`src/rtl/uart_rx_fifo.sv`:
```
// Receive FIFO behind the UART receiver: synchronises completed bytes into sysclk,
// queues them, and exposes data/status registers plus a data-pending interrupt.
module uart_rx_fifo #(
  parameter int          DEPTH_LOG2 = 4,
  parameter logic [31:0] DATA_ADDR  = 32'h40000024,
  parameter logic [31:0] STAT_ADDR  = 32'h40000028
) (
  input  logic        sysclk,
  input  logic        reset,
  input  logic [7:0]  rx_data,
  input  logic        rx_valid,
  input  logic        rd,
  input  logic        wr,
  input  logic [31:0] addr,
  input  logic [31:0] wdata,
  output logic [31:0] rdata,
  output logic        irq
);
  localparam int                  DEPTH     = 1 << DEPTH_LOG2;
  localparam logic [DEPTH_LOG2:0] DEPTH_CNT = (DEPTH_LOG2 + 1)'(DEPTH);

  logic [2:0]            sync_q;
  logic [DEPTH_LOG2-1:0] wr_ptr, rd_ptr;
  logic [DEPTH_LOG2:0]   count;
  logic                  overflow, ie;
  logic [7:0]            mem [DEPTH];

  logic push_req, stat_wr, pop_req, clr_req, flush_req;
  logic empty, full, do_pop, do_push, drop;
  logic [31:0] stat;

  // Rising-edge detect on the synchronised completion strobe: one push per byte.
  assign push_req  = sync_q[1] & ~sync_q[2];
  assign stat_wr   = wr && (addr == STAT_ADDR);
  assign pop_req   = stat_wr & wdata[0];
  assign clr_req   = stat_wr & wdata[1];
  assign flush_req = stat_wr & wdata[2];

  assign empty   = (count == '0);
  assign full    = (count == DEPTH_CNT);
  assign do_pop  = pop_req & ~empty;
  // A same-cycle pop frees the slot a full FIFO needs for the incoming byte.
  assign do_push = push_req & (~full | do_pop);
  assign drop    = push_req & full & ~do_pop & ~flush_req;

  always_ff @(posedge sysclk or posedge reset) begin
    if (reset) begin
      sync_q   <= '0;
      wr_ptr   <= '0;
      rd_ptr   <= '0;
      count    <= '0;
      overflow <= 1'b0;
      ie       <= 1'b0;
    end else begin
      sync_q <= {sync_q[1:0], rx_valid};
      if (stat_wr) ie <= wdata[3];
      if (drop)         overflow <= 1'b1;
      else if (clr_req) overflow <= 1'b0;
      if (flush_req) begin
        wr_ptr <= '0;
        rd_ptr <= '0;
        count  <= '0;
      end else begin
        if (do_push) wr_ptr <= wr_ptr + 1'b1;
        if (do_pop)  rd_ptr <= rd_ptr + 1'b1;
        case ({do_push, do_pop})
          2'b10:   count <= count + 1'b1;
          2'b01:   count <= count - 1'b1;
          default: count <= count;
        endcase
      end
    end
  end

  // Storage is deliberately left out of reset.
  always_ff @(posedge sysclk) begin
    if (do_push && !flush_req) mem[wr_ptr] <= rx_data;
  end

  always_comb begin
    stat                     = '0;
    stat[0]                  = empty;
    stat[1]                  = full;
    stat[2]                  = overflow;
    stat[3]                  = ie;
    stat[8 +: DEPTH_LOG2+1]  = count;
    rdata                    = '0;
    if (rd) begin
      if (addr == DATA_ADDR) rdata = empty ? 32'd0 : {24'd0, mem[rd_ptr]};
      else if (addr == STAT_ADDR) rdata = stat;
    end
  end

  assign irq = ~empty & ie;
endmodule
```
`config.mk`:
```
export PLATFORM = sky130hd
export DESIGN_NAME = uart_rx_fifo
export DESIGN_NICKNAME = d
export VERILOG_FILES = /design/src/rtl/uart_rx_fifo.sv
export SDC_FILE = /design/constraint.sdc
export NUM_CORES = 1
export LEC_CHECK = 0
export ABC_AREA = 1
export CORE_MARGIN = 8
export CORE_UTILIZATION = 30
export CTS_CLUSTER_DIAMETER = 200
export DETAILED_ROUTE_END_ITERATION = 6
export SLEW_MARGIN = 0
export SYNTH_ARGS = -nofsm -noshare
export SYNTH_HDL_FRONTEND = slang
export SYNTH_SLANG_ARGS = --single-unit
```
`constraint.sdc`:
```
create_clock -name sysclk -period 2.6 [get_ports sysclk]
set_input_delay 0.39 -clock sysclk [delete_from_list [all_inputs] [get_ports sysclk]]
set_output_delay 0.39 -clock sysclk [all_outputs]
set_load 0.02 [all_outputs]
```
==> key figures, run 1 <==
CTS
  – CTS Hold Bufs: 0
  – Number of clock sinks: about 150
  – CTS tree: yes
  – Worst-Skew Late Latency: 420 ps
  – Clock Tree Root: clkbuf_16
  – Deepest clock path buffer count: 2
  – Reg clk slew, reported paths: 60 ps
  – CTS Buf Count: 17
  – # H-tree levels: 4

Timing
  – Period Utilization, post-route: a little over nine tenths
  – RSZ-0062 raised after global routing: true
  – Slew Limit Fails: 0
  – WHS: roughly 350 ps
  – Hold Vio Cnt, Final: 0
  – Fin Clk Skew: 7.74 ps
  – Crit path time final: approximately 2500 ps
  – Relative slew margins: 52.1%
  – Fmax: 0.396 GHz
  – Final count of negative-setup-slack endpoints: 0
  – Slew @ Worst Pin: ~720 ps

Cells and area
  – Layout cells sized above 1: 22.4%
  – Multi-input gate area: 2220 um^2
  – Syn-to-layout area delta: 33.0%
  – Post-route insts no fill: around 1,100
  – Flip-flop and latch area: 4300 um^2
  – Nets: 863
  – # diodes: 0
  – FILL cells: roughly 2,200

Critical path
  – Max stage delay on crit path: 440 ps
  – CP top delay family: compound AO/OA/AOI/OAI gates
  – CP startpoint kind: register
  – Crit path cell chain: buf_4 -> buf_4 -> a21oi_1 -> a32o_1 -> nand2_1 -> o211ai_1 -> a21oi_2 -> or2_4 -> buf_6
  – Setup Crit Path Kind: reg2out
  – R2R Setup Slk: around 440 ps
  – CP dominant cell by count: buf_4
  – CP Capture Type: primary output
  – WP buf/inv: 3
  – CP arrival: around 2100 ps
  – Slowest CP cell: dfrtp_2
  – WP data required: 2210 ps
  – Worst-path fanout max: 11

Floorplanning
  – FP Rows: between 50 and 60
  – I/O pins: 110
  – Starting density of the core: 30.2%
  – Die Ht: ~170 um
  – CORE AREA: 22,400 um^2
  – Chip Width: about 170 um
  – Die Area: 27,500 um^2

Synth
  – Cells after Synth: 638
  – Synth Flop Type: edfxtp_1
  – Synth top area share: 57.0%
  – Commonest cells post-synth: 128 x edfxtp_1, 121 x nor2_1, 89 x nand2_1
  – Post-synth EDFFs: 128
  – Mapped Area: 6750 um^2
  – Register area share after synthesis: 63.6%
  – Yosys warnings: 0
  – Most frequent cell after synthesis: edfxtp_1
  – Top area cells in the synthesized netlist: edfxtp_1 57%, nor2_1 6.7%, dfrtp_1 6.7%, o21ai_0 5.3%, nand2_1 5.0%
  – Avg Synthesized Cell Area: between 10 and 15 um^2
  – Synth Register Bits: 146
  – Post-synth cell types: around 40
  – Synth async-reset ratio: 12.3%
  – Synth area leader: edfxtp_1

Power
  – Final Total Pwr: 0.00582 W
  – Power density over the cells: 648 nW/um^2
  – LEAKAGE: 3.57 nW
  – Peak VDD IR: 0.000455 V

Outcome
  – Outcome: finished, final reports clean

Placed design
  – I/O Buffers: 62
  – Inst Count DP: roughly 1,000
  – Hpwl dp: 12,100 um
  – GP Congestion: 0.829

Min path
  – HP Class: reg2reg

GRT
  – GR Layer Usage met1: roughly 16%
  – Vias in the first global route: 4,930
  – Met3 Resource Use GR: 2.95%
  – Largest net degree at the start of global routing: 37
  – First-pass GRT wire length: 27,100 um
  – Initial antenna violation count: 0
  – GRT Util Overall: 12.4%
  – Gr busiest metal: met2
  – Met2 usage: 19.4%
  – GRT overflow: 0

Route
  – Via count: 4,961
  – Antenna Violating Nets Remaining: 0
  – Detail-routed net length per standard cell: about 16 um
  – Routed wire length: 16,900 um
  – First drt pass iteration count: 4
  – Initial DRC Count: 357
  – Via density: 4.60
  – DRC: 0

Flow run
  – Number of max-cap violations: 0
==> layout by cell type, fill, tap and decap left out, types with 17 or more instances in the layout <==
cell type / count
buf_4: 77
clkbuf_16: 17
clkdlybuf4s50_1: 33
conb_1: 19
edfxtp_1: 128
inv_1: 42
nand2_1: 84
nand3_1: 20
nor2_1: 110
o21ai_0: 71
==> final cells by class <==
| class | count | share of cell area, % |
|---|---|---|
| Timing Repair Buffer | 148 | 15.3 |
| Tap cell | 285 | 3.97 |
| Clock buffer | 20 | 4.87 |
| Multi-Input combinational cell | 420 | 24.8 |
| Inverter | 47 | 2.05 |
| Clock inverter | 12 | 1.21 |
| Sequential cell | 146 | 47.9 |
==> report_power, final <==
| group | total (W) | switching, W | internal (W) | leakage [nW] |
|---|---|---|---|---|
| logic | 0.000801 | 0.000497 | 0.000304 | 1.95 |
| registers | 0.00278 | 0.0000684 | 0.00271 | 1.36 |
| clock network | 0.00224 | 0.000924 | 0.00132 | 0.266 |
| total | 0.00582 | 0.00149 | 0.00433 | 3.57 |
==> metal layers <==
metal / vias to the layer above / part of all wire [%]
met4: 0 / 1.2
met2: 143 / 47
met1: 2327 / 45
met3: 16 / 6.7
met5: - / 0
li1: 2475 / -
==> state kept, by name (all words and copies together), names as in the netlist <==
signal    count
count         5
mem         128
wr_ptr        4
rd_ptr        4
ie            1
sync_q        3
overflow      1
==> per-stage QoR <==
stage	cell area (um^2)	setup WS (ps)	setup TNS [ps]	utilization [%]
2_1_floorplan	6820	366	0	-
3_3_place_gp	8230	-519	-36430	36.8
3_5_place_dp	8230	-450	-37400	36.8
4_1_cts	8790	-8.14	-15.1	39.3
5_1_grt	8970	-51.0	-715	40.1
6_report	8970	77.6	0	40.1
==> final timing paths <==
path | startpoint | end | cells after the start
setup reg to reg | count[1] | mem[0][2] | 12
hold reg to reg | sync_q[0] | sync_q[1] | 0
max in group asynchronous | reset | rd_ptr[1] | 2
min in group asynchronous | reset | sync_q[2] | 2
setup / recovery | rd_ptr[0] | rdata[3] | 9
hold / removal | sync_q[0] | sync_q[1] | 0
==> repair_timing <==
action	4_1_cts	5_1_grt
gates resized for setup	57	73
buffers inserted	1	1
endpoints found under the setup margin	13	123
pin swaps	3	19
==> cells by family after synthesis <==
logic type,after synthesis,share of synthesized area [%]
simple gates,264,17.3
flops,146,63.6
compound gates,129,11.4
buf+inv,90,6.19
fa+ha+maj,6,1.11
xor+xnor,2,0.260
other cells,1,0.0556
No activity file was read; power rests on OpenSTA's default activity.
==> inputs of run 2 (changes only) <==
==> constraint.sdc (replaced) <==
create_clock -name sysclk -period 3.26 [get_ports sysclk]
set_input_delay 0.489 -clock sysclk [delete_from_list [all_inputs] [get_ports sysclk]]
set_output_delay 0.489 -clock sysclk [all_outputs]
set_load 0.02 [all_outputs]
==> run 2 against run 1 <==
Against the previous run:
- worst setup slack improved by 120 ps
- utilization down 2.1 points
- sequential cell count unchanged
- first-iteration DRC count rose by 4.5%
- critical path type is now in2out
- sequential share of layout area grew 2.6 points
- sequential power decreased by 20%
- clock skew is 2.5 ps higher
- critical endpoint is now rdata[12]
- power is 21% lower
- register-to-register slack improved by 570 ps
==> key figures, run 2 (synthesis gave the netlist of run 1 again) <==
Timing
  – Hold Vio Cnt, Final: 0 (unchanged)
  – Final count of negative-setup-slack endpoints: 0 (unchanged)
  – Fmax: 0.326 GHz
  – Slew Limit Fails: 0 (unchanged)
  – Relative slew margins: 52.6% (+0.51 points)
  – Fin Clk Skew: 10.2 ps (+2.47 ps)
  – WHS: 369 ps (+15.9 ps)
  – RSZ-0062 raised after global routing: false
  – Slew @ Worst Pin: 710 ps (-7.64 ps)
  – Crit path time final: 3070 ps
  – Period Utilization, post-route: between 90% and 100%

Min path
  – HP Start: sync_q[0]
  – HP Class: reg2reg
  – Hold-critical path depth: 0 (unchanged)
  – Hold Crit Endpoint: sync_q[1]

CTS
  – CTS tree: yes
  – Reg clk slew, reported paths: 60 ps (about the same)
  – Clock Tree Root: clkbuf_16
  – Worst-Skew Late Latency: 420 ps (about the same)
  – CTS Buf Count: 17 (unchanged)
  – CTS Hold Bufs: 0 (unchanged)
  – # H-tree levels: 4 (unchanged)
  – Number of clock sinks: 146 (unchanged)
  – Deepest clock path buffer count: 2 (unchanged)

Power
  – Power density over the cells: 542 nW/um^2 (-16%)
  – Peak VDD IR: 0.000383 V (-16%)
  – LEAKAGE: 3.24 nW (-9.4%)

Floorplanning
  – Chip Width: 166 um (unchanged)
  – Starting density of the core: 30.2% (unchanged)
  – CORE AREA: 22,400 um^2 (unchanged)
  – I/O pins: 110 (unchanged)
  – Die Area: 27,500 um^2 (unchanged)
  – Die Ht: 166 um (unchanged)
  – FP Rows: 55 (unchanged)

Critical path
  – Crit path from: addr[21]
  – Crit path cell chain: clkdlybuf4s50_1 -> nor2_1 -> nand2_1 -> inv_1 -> nand2_1 -> nor2_2 -> nand4_1 -> buf_4 -> nand2_1 -> buf_4 -> nor3_1 -> clkdlybuf4s50_1
  – Max stage delay on crit path: 650 ps (+210 ps)
  – Worst-path fanout max: 3 (-8)
  – WP buf/inv: 5 (+2)
  – Reg2Reg Launch Point: count[0]
  – CP top delay family: buffers and inverters
  – WP data required: 2770 ps (+560 ps)
  – CP arrival: 2580 ps (+450 ps)
  – Cells on worst reg2reg path: 14 (+2)
  – Worst R2R End: count[4]
  – Slowest CP cell: clkdlybuf4s50_1
  – CP dominant cell by count: nand2_1
  – CP Capture Type: primary output
  – R2R Setup Slk: 1010 ps (+570 ps)
  – Setup Crit Path Kind: in2out
  – CP startpoint kind: input port

Flow run
  – Number of max-cap violations: 0 (unchanged)

Cells and area
  – Most frequent cells in the layout: 128 x edfxtp_1, 121 x nor2_1, 89 x nand2_1
  – Layout cells sized above 1: 13.5% (-8.9 points)
  – # diodes: 0 (unchanged)
  – Commonest non-fill, non-tap cell in the layout: edfxtp_1
  – Top Registers: mem x128, count x5
  – Biggest register: mem
  – Max reg flops: 128 (unchanged)
  – Syn-to-layout area delta: 26.1%
  – Post-route insts no fill: 1,040 (-3.5%)
  – Non-Filler Cell Area, Final: 8510 um^2 (-5.2%)
  – Nets: 825 (-4.4%)

Route
  – Via density: 4.68 (+1.6%)
  – First drt pass iteration count: 5 (+1)
  – Via count: 4,863 (-2.0%)
  – DRC: 0 (unchanged)
  – Antenna Violating Nets Remaining: 0 (unchanged)
  – Initial DRC Count: 373 (+4.5%)
  – Detail-routed net length per standard cell: 15.9 um (+1.5%)
  – Routed wire length: 16,500 um (-2.0%)

GRT
  – First-pass GRT wire length: 26,000 um (-4.1%)
  – GRT Util Overall: 11.9% (-0.52 points)
  – Vias in the first global route: 4,731 (-4.0%)
  – Initial antenna violation count: 0 (unchanged)
  – Largest net degree at the start of global routing: 53 (+43%)
  – GRT overflow: 0 (unchanged)

Placed design
  – GP Congestion: 0.795 (-4.1%)
  – Area post-placement: 7960 um^2 (-3.4%)
  – Hpwl dp: 11,300 um (-6.3%)
  – Inst Count DP: 1,008 (-3.5%)
  – I/O Buffers: 62 (unchanged)

Outcome
  – Outcome: finished, final reports clean
==> run 2: through the flow <==
step / util (%) / setup TNS, ps / worst slack [ps] / total power, W
2_1_floorplan: - / 0 / 927 / 0.00259
3_3_place_gp: 35.6 / -272 / -55.3 / 0.00281
3_5_place_dp: 35.6 / -157 / -48.9 / 0.00282
4_1_cts: 38.0 / 0 / 19.2 / 0.00465
5_1_grt: 38.0 / 0 / 15.1 / 0.00480
6_report: 38.0 / 0 / 194 / 0.00461
==> run 2: layout make-up <==
class | count | area (um^2)
fill | 2157 | 13900
sequential | 146 | 4300
multi-input combinational | 420 | 2100
timing repair buffer | 110 | 1010
clock buffer | 18 | 429
tap | 285 | 357
inverter | 47 | 181
clock inverter | 14 | 131
==> run 2: worst max-delay path by stage <==
stage / endpoint / slack (ps) / cells past startpoint
global route: rdata[3] / 20 / 12
finish: rdata[12] / 190 / 12
global placement: rdata[6] / -60 / 11
CTS: rdata[0] / 20 / 12
floorplan: rdata[4] / 930 / 9
detailed placement: rdata[7] / -50 / 11
==> run 2: where the power goes <==
part,switching (W),internal [W]
clock,0.000769,0.00106
combinational,0.000358,0.000200
sequential,0.0000651,0.00216
total,0.00119,0.00342
==> run 2: worst reg2reg max path: cells and delay by family, from the launching register on <==
family,cells,cell delay [ps]
and+or+nand+nor,10,1240
adders and majority gates,1,170
buffers and inverters,3,330
DFF,1,400
==> run 2: timing repair <==
| action | in CTS | in global routing |
|---|---|---|
| cloned | 0 | 0 |
| setup buffers | 0 | 0 |
| setup endpoints to repair | 7 | 1 |
| resized for setup | 7 | 1 |
==> run 2: layer usage <==
metal	wire length (um)	vias up	track usage [%]
met5	0	-	0
met4	158	0	3.44
met3	892	17	3.00
met2	7930	144	19.8
met1	7540	2297	15.2
li1	-	2405	-
==> RTL edit, RTL diff (settings of run 1) <==
The parameter `DEPTH_LOG2` goes from 4 to 2.
--- a/src/rtl/uart_rx_fifo.sv
+++ b/src/rtl/uart_rx_fifo.sv
@@ -3,3 +3,3 @@
 module uart_rx_fifo #(
-  parameter int          DEPTH_LOG2 = 4,
+  parameter int          DEPTH_LOG2 = 2,
   parameter logic [31:0] DATA_ADDR  = 32'h40000024,
Formal check against the unedited RTL: not equivalent (Yosys sat finds a counterexample within 10 cycles, from zero or initial values and one cycle with reset high).
==> RTL edit against run 1 <==
Total power decreased by 69%. Cell area shrank 63%. Setup slack better by 0.089 ns. Clock power fell by 81%. Routed wire length shrank 68%. Area after synthesis shrank 65%. Via count down 63%. Sequential share of layout area down 9.7 points. Fmax increased by 3.7%. Worst hold slack better by 0.0025 ns. Sequential cell count is 102 lower. Critical path type is now in -> out.
==> RTL edit: results (changes against run 1) <==
[global_route]
grtUsageMet3=0.0430  ; was 0.0295
track_usage=0.0992  ; was 0.124
use_met1=0.110  ; was 0.162
grt_max_degree=17  ; was 37
met2_usage=0.166  ; was 0.194

[detailed_routing]
route.met2.wl_um=2540  ; was 7900 um
m1WireLength_um=2350  ; was 7620 um
wl_per_cell_um=12.3  ; was 15.6 um
wl_met3_um=479  ; was 1130 um
routed_wl_um=5450  ; was 16900 um
initialDrtViolationCount=71  ; was 357

[final_layout]
layout-drive-gt1-share=0.187  ; was 0.224
finalNetCount=423  ; was 863
top_regs=mem: 32 flops, count: 3 flops, sync_q: 3 flops  ; was mem: 128 flops, count: 5 flops

[logic_synthesis]
synth_edf_count=32  ; was 128
synth_area_leaders=edfxtp_1, dfrtp_1, nand2_1  ; was edfxtp_1, nor2_1, dfrtp_1
synth_xor_area_frac=0.00370  ; was 0.00260
synth_compound_area_frac=0.0825  ; was 0.114
synth_common_cells=nand2_1, nor2_1, edfxtp_1  ; was edfxtp_1, nor2_1, nand2_1
synthMuxAreaShare=0.00476  ; was 0
synthAdderAreaFrac=0.0296  ; was 0.0111
yosysSeqAreaShare=0.533  ; was 0.636
synthArstFlopShare=0.273  ; was 0.123

[place]
place_ws_ns=-0.393  ; was -0.450 ns
globalplace.congestion=0.764  ; was 0.829
hpwlAfterDp_um=4290  ; was 12100 um
dp.cells=436  ; was 1045
portBuffers=60  ; was 62

[cts]
root_buffer=clkbuf_8  ; was clkbuf_16
path_clk_slew_ns=0.08  ; was 0.06 ns
htree_levels=2  ; was 4
insertion_delay_ns=0.30  ; was 0.42 ns

[power_and_ir_drop]
leakage_nw=1.42  ; was 3.57 nW
vdd_drop_max_mv=0.359  ; was 0.455 mV

[sta]
whs_ns=0.355  ; was 0.353 ns
finalClockSkew_ns=0.00928  ; was 0.00774 ns
max_freq_ghz=0.411  ; was 0.396 GHz

[worst_setup_path]
rr_startpoint=count[2]  ; was count[1]
cp-endpoint=rdata[8]  ; was rdata[3]
r2r-end=count[2]  ; was mem[0][2]
crit_start=addr[30]  ; was rd_ptr[0]
cp_top_family=buffers and inverters  ; was compound AO/OA/AOI/OAI gates
regToRegSetupSlack_ns=0.70  ; was 0.44 ns
worstPathMaxFanout=5  ; was 11
critical-path-slowest-cell=clkdlybuf4s50_1  ; was dfrtp_2

[outcome]
status=completed  ; unchanged

## RTL edit: changes by cell type in the layout (fill, tap and decap cells not counted), moves of 16 or more
cell	delta
edfxtp_1	-96
nor2_1	-76
o21ai_0	-60
buf_4	-57
nand2_1	-33
nand3_1	-18
clkbuf_16	-17
clkdlybuf4s50_1	+16
dlymetal6s2s_1	-16
## RTL edit: report_power, final
group / total [W] / internal, W / switching, W
combinational: 0.000501 / 0.000222 / 0.000279
clock: 0.000415 / 0.000185 / 0.000230
sequential: 0.000907 / 0.000856 / 0.0000508
total: 0.00182 / 0.00126 / 0.000560
## RTL edit: layout make-up
type	count	area [sq um]
clock buffers	5	68.8
clock inverters	3	18.8
fillers	776	4390
inverters	33	124
multi-input cells	175	922
flip-flops and latches	44	1260
well taps	102	128
repair buffers	82	777
## RTL edit: what timing repair did
item                                    4_1_cts  5_1_grt
resized for setup                            25       20
pin swaps                                     0        1
endpoints found under the setup margin       11       10
gates cloned                                  0        0
